### src/rtl/inc_pkg.sv
// Shared encodings and default sizing for the increment-request pulser.
package inc_pkg;

    typedef enum logic [1:0] {
        IDLE  = 2'd0,
        PULSE = 2'd1,
        GAP   = 2'd2
    } state_e;

    localparam int unsigned PEND_W_DEF     = 3;
    localparam int unsigned GAP_CYCLES_DEF = 2;

endpackage

### src/rtl/inc_req_edge.sv
// Rising-edge detector for the request line; INC_REQ_SYNC_EN adds a 2-flop
// synchronizer in front so req may be asynchronous to clk.
module inc_req_edge
    import inc_pkg::*;
(
    input  logic clk,
    input  logic rst,
    input  logic req,
    output logic req_evt
);

    logic req_s;
    logic req_r1;
    logic req_r2;

`ifdef INC_REQ_SYNC_EN
    logic sync_q1;
    logic sync_q2;

    always_ff @(posedge clk) begin
        if (rst) begin
            sync_q1 <= 1'b0;
            sync_q2 <= 1'b0;
        end else begin
            sync_q1 <= req;
            sync_q2 <= sync_q1;
        end
    end

    assign req_s = sync_q2;
`else
    assign req_s = req;
`endif

    // Edge regs clear on reset, so a req already high at release is one request.
    always_ff @(posedge clk) begin
        if (rst) begin
            req_r1 <= 1'b0;
            req_r2 <= 1'b0;
        end else begin
            req_r1 <= req_s;
            req_r2 <= req_r1;
        end
    end

    assign req_evt = req_r1 & ~req_r2;

endmodule

### src/rtl/inc_req_pulser.sv
// Turns request edges into spaced one-cycle increment strobes with a saturating
// pending buffer and sticky overflow. INC_REQ_SYNC_EN enables the req synchronizer.
module inc_req_pulser
    import inc_pkg::*;
#(
    parameter int unsigned PEND_W     = PEND_W_DEF,
    parameter int unsigned GAP_CYCLES = GAP_CYCLES_DEF
) (
    input  logic              clk,
    input  logic              rst,
    input  logic              req,
    input  logic              ovf_clr,
    output logic              increment,
    output logic [PEND_W-1:0] pending,
    output logic              busy,
    output logic              overflow
);

    localparam int unsigned GAP_W = (GAP_CYCLES != 0) ? $clog2(GAP_CYCLES + 1) : 1;
    localparam logic [PEND_W-1:0] PEND_MAX = '1;
    localparam logic [GAP_W-1:0] GAP_LOAD = GAP_W'((GAP_CYCLES != 0) ? GAP_CYCLES - 1 : 0);

    state_e            state_q, state_d;
    logic [GAP_W-1:0]  gap_q, gap_d;
    logic [PEND_W-1:0] pend_q, pend_d;
    logic              ovf_q, ovf_d;
    logic              inc_q, inc_d;
    logic              req_evt;
    logic              ready;
    logic              dec;
    logic              bypass;
    logic              accept;
    logic              ovf_set;

    inc_req_edge u_edge (
        .clk     (clk),
        .rst     (rst),
        .req     (req),
        .req_evt (req_evt)
    );

    always_comb begin
        state_d = state_q;
        gap_d   = gap_q;
        pend_d  = pend_q;
        ready   = 1'b0;
        dec     = 1'b0;
        bypass  = 1'b0;
        ovf_set = 1'b0;

        unique case (state_q)
            IDLE: ready = 1'b1;
            PULSE: begin
                if (GAP_CYCLES != 0) begin
                    state_d = GAP;
                    gap_d   = GAP_LOAD;
                end else begin
                    ready = 1'b1;
                end
            end
            GAP: begin
                if (gap_q == '0) begin
                    ready = 1'b1;
                end else begin
                    gap_d = gap_q - 1'b1;
                end
            end
            default: state_d = IDLE;
        endcase

        // Launch decision is taken on the last gap cycle so the strobe period is 1+GAP_CYCLES.
        if (ready) begin
            state_d = IDLE;
            if (pend_q != '0) begin
                state_d = PULSE;
                dec     = 1'b1;
            end else if (req_evt) begin
                state_d = PULSE;
                bypass  = 1'b1;
            end
        end

        accept = req_evt & ~bypass;
        if (accept && !dec) begin
            if (pend_q == PEND_MAX) begin
                ovf_set = 1'b1;
            end else begin
                pend_d = pend_q + 1'b1;
            end
        end else if (!accept && dec) begin
            pend_d = pend_q - 1'b1;
        end

        ovf_d = ovf_set | (ovf_q & ~ovf_clr);
        inc_d = (state_d == PULSE);
    end

    always_ff @(posedge clk) begin
        if (rst) begin
            state_q <= IDLE;
            gap_q   <= '0;
            pend_q  <= '0;
            ovf_q   <= 1'b0;
            inc_q   <= 1'b0;
        end else begin
            state_q <= state_d;
            gap_q   <= gap_d;
            pend_q  <= pend_d;
            ovf_q   <= ovf_d;
            inc_q   <= inc_d;
        end
    end

    assign increment = inc_q;
    assign pending   = pend_q;
    assign overflow  = ovf_q;
    assign busy      = (state_q != IDLE) || (pend_q != '0);

endmodule
### config.mk
export PLATFORM = sky130hd
export DESIGN_NAME = inc_req_pulser
export DESIGN_NICKNAME = d
export VERILOG_FILES = /design/src/rtl/inc_pkg.sv /design/src/rtl/inc_req_edge.sv /design/src/rtl/inc_req_pulser.sv
export SDC_FILE = /design/constraint.sdc
export NUM_CORES = 1
export LEC_CHECK = 0
export ABC_AREA = 1
export CAP_MARGIN = 25
export CORE_AREA = 3 3 40 42
export DETAILED_ROUTE_END_ITERATION = 12
export DIE_AREA = 0 0 43 45
export GPL_TIMING_DRIVEN = 0
export PLACE_DENSITY_LB_ADDON = 0.15
export SLEW_MARGIN = 0
export SYNTH_ARGS = -nofsm -noshare
export SYNTH_HDL_FRONTEND = slang
export SYNTH_SLANG_ARGS = --single-unit
### constraint.sdc
create_clock -name clk -period 2 [get_ports clk]
set_input_delay 0.5 -clock clk [delete_from_list [all_inputs] [get_ports clk]]
set_output_delay 0.5 -clock clk [all_outputs]
set_load 0.1 [all_outputs]
==> key figures, run 1 <==
Floorplan
  • Die outline width: 43 µm
  • Number of rows in the core area: 13
  • Die area: 0.00194 mm²
  • Number of top-level pins: 10
  • Placeable core area: 0.00128 mm²
  • Initial Utilization: 0.436
  • DIE HEIGHT: 45 µm

Finish
  • Area used by multi-input combinational logic: 283 µm²
  • Share of post-route cells with drive strength above 1: 0.196
  • Post-layout nets: 102
  • Post-synthesis to final-layout area growth: 23.0%
  • Sequential Area: 225 µm²
  • Antenna Cells: 0
  • FILL cells: 128

Route
  • Iteration-0 DRC count of the detailed router: 5
  • Antenna viol nets, final: 0
  • Max Used Layer: met4
  • Met2 Routed Length: 400 µm
  • Routed Wire Length: 953 µm
  • Vias per cell: 4.56
  • Number of iterations in the first detailed-routing pass: 4
  • Remaining design rule violation count: 0
  • Wire length on met3: 53 µm
  • Detailed-routing wirelength on met1: 461 µm
  • Average detailed-routed wire length per instance: 8.91 µm
  • Via count: 488

Run
  • Max-cap viol count: 0

Clock tree
  • # resized after CTS: 12
  • Sinks on Clock Net: 11
  • H-tree lvl count: 1
  • CTS Root Buffer Type: clkbuf_4
  • Clock insertion delay at the later pin of the skew report: 0.28 ns
  • TritonCTS clock tree: yes
  • Worst-path clk slew: 0.08 ns
  • Max Buffers Root-to-Sink: 2
  • Hold buffer count at cts: 0
  • Number of buffers added by the clock tree synthesis step: 3
  • Post-CTS Setup Repair Bufs: 0

Yosys
  • Share of synthesized area occupied by flip-flops and latches: 0.393
  • Avg Inst Size Synth: 7.10 µm²
  • Count of state elements after synthesis: 11
  • Post-synthesis instance area: 561 µm²
  • Post-synthesis cell type count: 13
  • Gate count of the mapped netlist: 79
  • Post-Syn Nets: 88
  • Yosys Warn Count: 0

STA
  • Final min period: 1.95 ns
  • Total negative setup slack: 0 ns
  • Number of pins with negative max-slew slack in the final report: 0
  • Hold WS: 0.424 ns
  • Slew HR: 0.368
  • Timing-limited maximum frequency: 512 MHz
  • Least-Margin Pin Slew: 0.952 ns
  • Setup-violating endpoint count in the final report: 0
  • RSZ-0062 raised after global routing: no
  • Worst setup skew after layout: 0.00863 ns
  • Final period utilization: 0.976
  • Smallest setup slack after layout: 0.0482 ns
  • Final-report hold violation count: 0

Worst hold path
  • Hold Crit Class: reg2reg
  • Cells on Worst Hold Path: 2
  • Launch instance of the worst min-delay path: u_edge.req_r1$_SDFF_PP0_
  • Min-Delay Endpoint: u_edge.req_r2$_SDFF_PP0_

Global routing
  • Vias in the first global route: 395
  • Global-route wire length before repair: 1610 µm
  • Antenna violations before repair: 0
  • Total congestion overflow: 0
  • Pin count of the biggest net entering global routing: 8
  • Total global-route track usage: 0.117

Placed design
  • Worst setup slack after placement: -0.362 ns
  • Total of buffers placed on input and output ports: 9
  • Weighted congestion at the end of routability-driven global placement: 0.776
  • HPWL after detailed placement: 735 µm

Worst setup path
  • Largest stage delay, worst path: 0.85 ns
  • Endpoint required time on the critical path: 1.50 ns
  • Cells traversed along the worst timing path: dlygate4sd2_1
  • Endpoint of the lowest-slack register-to-register path: pending[2]$_SDFFE_PP0P_
  • Arrival time of the worst setup path: 1.45 ns
  • Beginning of the worst register-to-register path: gap_q[0]$_SDFFE_PP0P_
  • Critical path class: reg2out
  • Buffer and inverter count on the worst path: 1
  • Worst reg-to-reg path cell count: 12
  • CP max-delay cell: dlygate4sd2_1
  • Worst-path fanout max: 2
  • Slack of the worst reg-to-reg path: 0.15 ns
  • Type of element launching the critical path: register
  • Critical path's top delay family: buffers and inverters
  • Kind of end point of the critical path: output pin

Status
  • Status: complete, no violations
-- metrics by stage --
step | util | cells | cell area, µm²
CTS | 0.542 | 107 | 697
floorplan | - | 79 | 569
finish | 0.537 | 107 | 689
global route | 0.537 | 107 | 689
detailed placement | 0.528 | 103 | 678
global placement | 0.528 | 103 | 678
-- layout make-up --
| type | instances | share of cell area |
|---|---|---|
| Clock inverter | 1 | 0.00726 |
| Timing Repair Buffer | 9 | 0.0980 |
| Clock buffer | 3 | 0.0327 |
| Multi-Input combinational cell | 50 | 0.410 |
| Sequential cell | 11 | 0.327 |
| Tap cell | 15 | 0.0272 |
| Inverter | 18 | 0.0980 |
-- worst max-delay path by stage --
stage,from,end,slack (ns),depth (start not counted)
global route,increment$_SDFF_PP0_,increment,0.01,1
floorplan,state_q[0]$_SDFF_PP0_,pending[2]$_SDFFE_PP0P_,0.23,12
global placement,state_q[0]$_SDFF_PP0_,busy,-0.34,4
finish,overflow$_SDFF_PP0_,overflow,0.05,1
detailed placement,state_q[0]$_SDFF_PP0_,busy,-0.36,4
CTS,pending[2]$_SDFFE_PP0P_,pending[2],0.002,1
-- state kept, by name, indices dropped and copies added (netlist names) --
signal         flops
pending            3
gap_q              2
state_q            2
increment          1
overflow           1
u_edge.req_r1      1
u_edge.req_r2      1
-- logic make-up (layout without fill, tap and decap cells) --
| kind of cell | Yosys count | after routing | synth area share |
|---|---|---|---|
| DFF | 11 | 11 | 0.393 |
| adders and majority gates | 5 | 5 | 0.125 |
| and+or+nand+nor | 34 | 34 | 0.254 |
| buffers and inverters | 18 | 31 | 0.121 |
| AOI/OAI and AO/OA | 11 | 11 | 0.107 |
-- Yosys cell counts, drive strengths merged --
cell type  instances  area share
nand3              6       0.054
nand2             16        0.12
dfxtp             11        0.39
a21oi              5       0.045
ha                 4       0.089
fa                 1       0.036
o21a               1       0.013
inv               18        0.12
o21ai              4       0.036
o21bai             1       0.013
nor2              12       0.085
-- routing by layer --
metal,global-route usage,up-vias
met4,0.108,0
li1,-,265
met5,0,-
met3,0.0359,4
met1,0.144,207
met2,0.162,12
-- worst reg2reg max path: stages, from the launching register on --
cell and delay (ns):
dfxtp_1 0.33, inv_1 0.05, ha_1 0.22, nand2_1 0.10, nand2_2 0.08, nor2_2 0.10
inv_1 0.07, fa_1 0.38, o21bai_1 0.16, nand2_1 0.08, nand3_1 0.07, nand2_1 0.06
nor2_1 0.04
-- placed cells by master, fill, tap and decap left out --
cell             synthesis  routed
dlygate4sd2_1            0       2
ha_2                     0       2
fa_1                     1       1
nor2_1                  11      11
o21ai_0                  4       4
clkdlybuf4s50_1          0       3
dfxtp_2                  0       4
nand3_1                  6       5
o21bai_1                 1       1
buf_2                    0       1
clkbuf_4                 0       3
clkbuf_2                 0       3
nand3_2                  0       1
clkinv_2                 0       1
inv_1                   18      18
nand2_1                 14      14
ha_1                     4       2
a21oi_1                  5       5
nand2_2                  2       2
nor2_2                   1       1
o21a_1                   1       1
dfxtp_1                 11       7
Power of run 1 is left out: the tool's default activity adds up to more than one toggle a clock period on the data nets, which glitch-free logic cannot reach.
==> inputs of run 2 (changes only) <==
Settings changed: CORE_AREA 3 3 40 42 to 2 2 39 41, DIE_AREA 0 0 43 45 to 0 0 41 43.
Clock period 2 ns to 2.15 ns, I/O delays scaled along.
==> key figures, run 2 (synthesized netlist as in run 1, its figures left out) <==
Status
  • Status: complete, no violations

Worst setup path
  • Critical path's top delay family: buffers and inverters
  • Critical path class: reg2out
  • Largest stage delay, worst path: 0.88 ns
  • Worst-path fanout max: 5
  • Kind of end point of the critical path: output pin
  • CP max-delay cell: dlygate4sd2_1
  • Type of element launching the critical path: register
  • Arrival time of the worst setup path: 1.55 ns
  • Cells traversed along the worst timing path: dlygate4sd2_1
  • Endpoint required time on the critical path: 1.61 ns
  • Buffer and inverter count on the worst path: 1

Finish
  • Sequential Area: 223 µm²
  • Most frequent cells in the layout: inv_1 (18), nand2_1 (14), nor2_1 (11)
  • Area used by multi-input combinational logic: 278 µm²
  • Share of post-route cells with drive strength above 1: 0.109
  • Finished Layout Cells: 108
  • Leading cell type in the layout, fill and taps excluded: inv_1
  • Post-layout nets: 102
  • Flip-flop count of the largest register after layout: 3
  • FILL cells: 140
  • Post-route core utilization: 0.501
  • Post-synthesis to final-layout area growth: 23.7%
  • Antenna Cells: 0

Clock tree
  • TritonCTS clock tree: yes
  • Number of buffers added by the clock tree synthesis step: 3
  • Hold buffer count at cts: 0
  • Max Buffers Root-to-Sink: 2
  • CTS Root Buffer Type: clkbuf_4
  • Worst-path clk slew: 0.07 ns
  • Clock insertion delay at the later pin of the skew report: 0.26 ns
  • Sinks on Clock Net: 11
  • Post-CTS Setup Repair Bufs: 0
  • H-tree lvl count: 1
  • # resized after CTS: 8

Route
  • Via count: 494
  • Vias per cell: 4.57
  • Iteration-0 DRC count of the detailed router: 8
  • Routed Wire Length: 966 µm
  • Antenna viol nets, final: 0
  • Average detailed-routed wire length per instance: 8.94 µm
  • Number of iterations in the first detailed-routing pass: 4
  • Remaining design rule violation count: 0

STA
  • RSZ-0062 raised after global routing: no
  • Final-report hold violation count: 0
  • Setup-violating endpoint count in the final report: 0
  • Worst setup skew after layout: 0.00168 ns
  • Final min period: 2.09 ns
  • Total negative setup slack: 0 ns
  • Timing-limited maximum frequency: 479 MHz
  • Number of pins with negative max-slew slack in the final report: 0
  • Slew HR: 0.366
  • Least-Margin Pin Slew: 0.954 ns
  • Final period utilization: 0.972

Placed design
  • HPWL after detailed placement: 794 µm
  • Total of buffers placed on input and output ports: 9
  • Weighted congestion at the end of routability-driven global placement: 0.715
  • Cell total after placement: 104

Worst hold path
  • Hold Crit Class: reg2reg

Floorplan
  • Die outline width: 41 µm
  • Placeable core area: 0.00138 mm²
  • DIE HEIGHT: 43 µm
  • Number of top-level pins: 10
  • Die area: 0.00176 mm²
  • Initial Utilization: 0.405
  • Number of rows in the core area: 14

Global routing
  • Total global-route track usage: 0.150
  • Global-route wire length before repair: 1730 µm
  • Vias in the first global route: 442
  • Total congestion overflow: 0
  • Antenna violations before repair: 0
  • Pin count of the biggest net entering global routing: 7

Run
  • Max-cap viol count: 0
## run 2: cell types whose count changed in the layout (fill, tap and decap cells not counted)
cell           change
dfxtp_2            -2
clkbuf_2           -3
dfxtp_1            +2
dlygate4sd2_1      +3
clkinv_2           -1
ha_1               +2
clkbuf_1           +1
ha_2               -2
## run 2: cell type report
type                    instances  share of cell area
repair buffers                  9               0.114
well taps                      16              0.0289
inverters                      18              0.0975
clock buffers                   4              0.0379
flip-flops and latches         11               0.321
multi-input cells              50               0.401
## run 2: layer usage
metal / up-vias / global-route usage / wire (µm)
met5: - / 0 / 0
met4: 0 / 0.120 / 27
met3: 4 / 0.0314 / 30
met2: 7 / 0.200 / 440
met1: 214 / 0.198 / 468
li1: 269 / - / -
## run 2: metrics by stage
| step | instance area (µm²) | hold slack [ns] | worst slack (ns) |
|---|---|---|---|
| floorplan | 567 | 0.403 | 0.0271 |
| global placement | 677 | 0.408 | -0.245 |
| detailed placement | 677 | 0.420 | -0.253 |
| CTS | 698 | 0.429 | 0.0291 |
| global route | 693 | 0.459 | 0.0165 |
| finish | 693 | 0.427 | 0.0604 |
## run 2: path summary, 6_finish.rpt
check,cells after the start,to,slack (ns),from
max,1,pending[1],0.06,pending[1]$_SDFFE_PP0P_
min,2,u_edge.req_r2$_SDFF_PP0_,0.43,u_edge.req_r1$_SDFF_PP0_
max reg2reg,12,pending[2]$_SDFFE_PP0P_,0.28,state_q[0]$_SDFF_PP0_
min reg2reg,2,u_edge.req_r2$_SDFF_PP0_,0.43,u_edge.req_r1$_SDFF_PP0_
Power of run 2 is left out for the same reason.
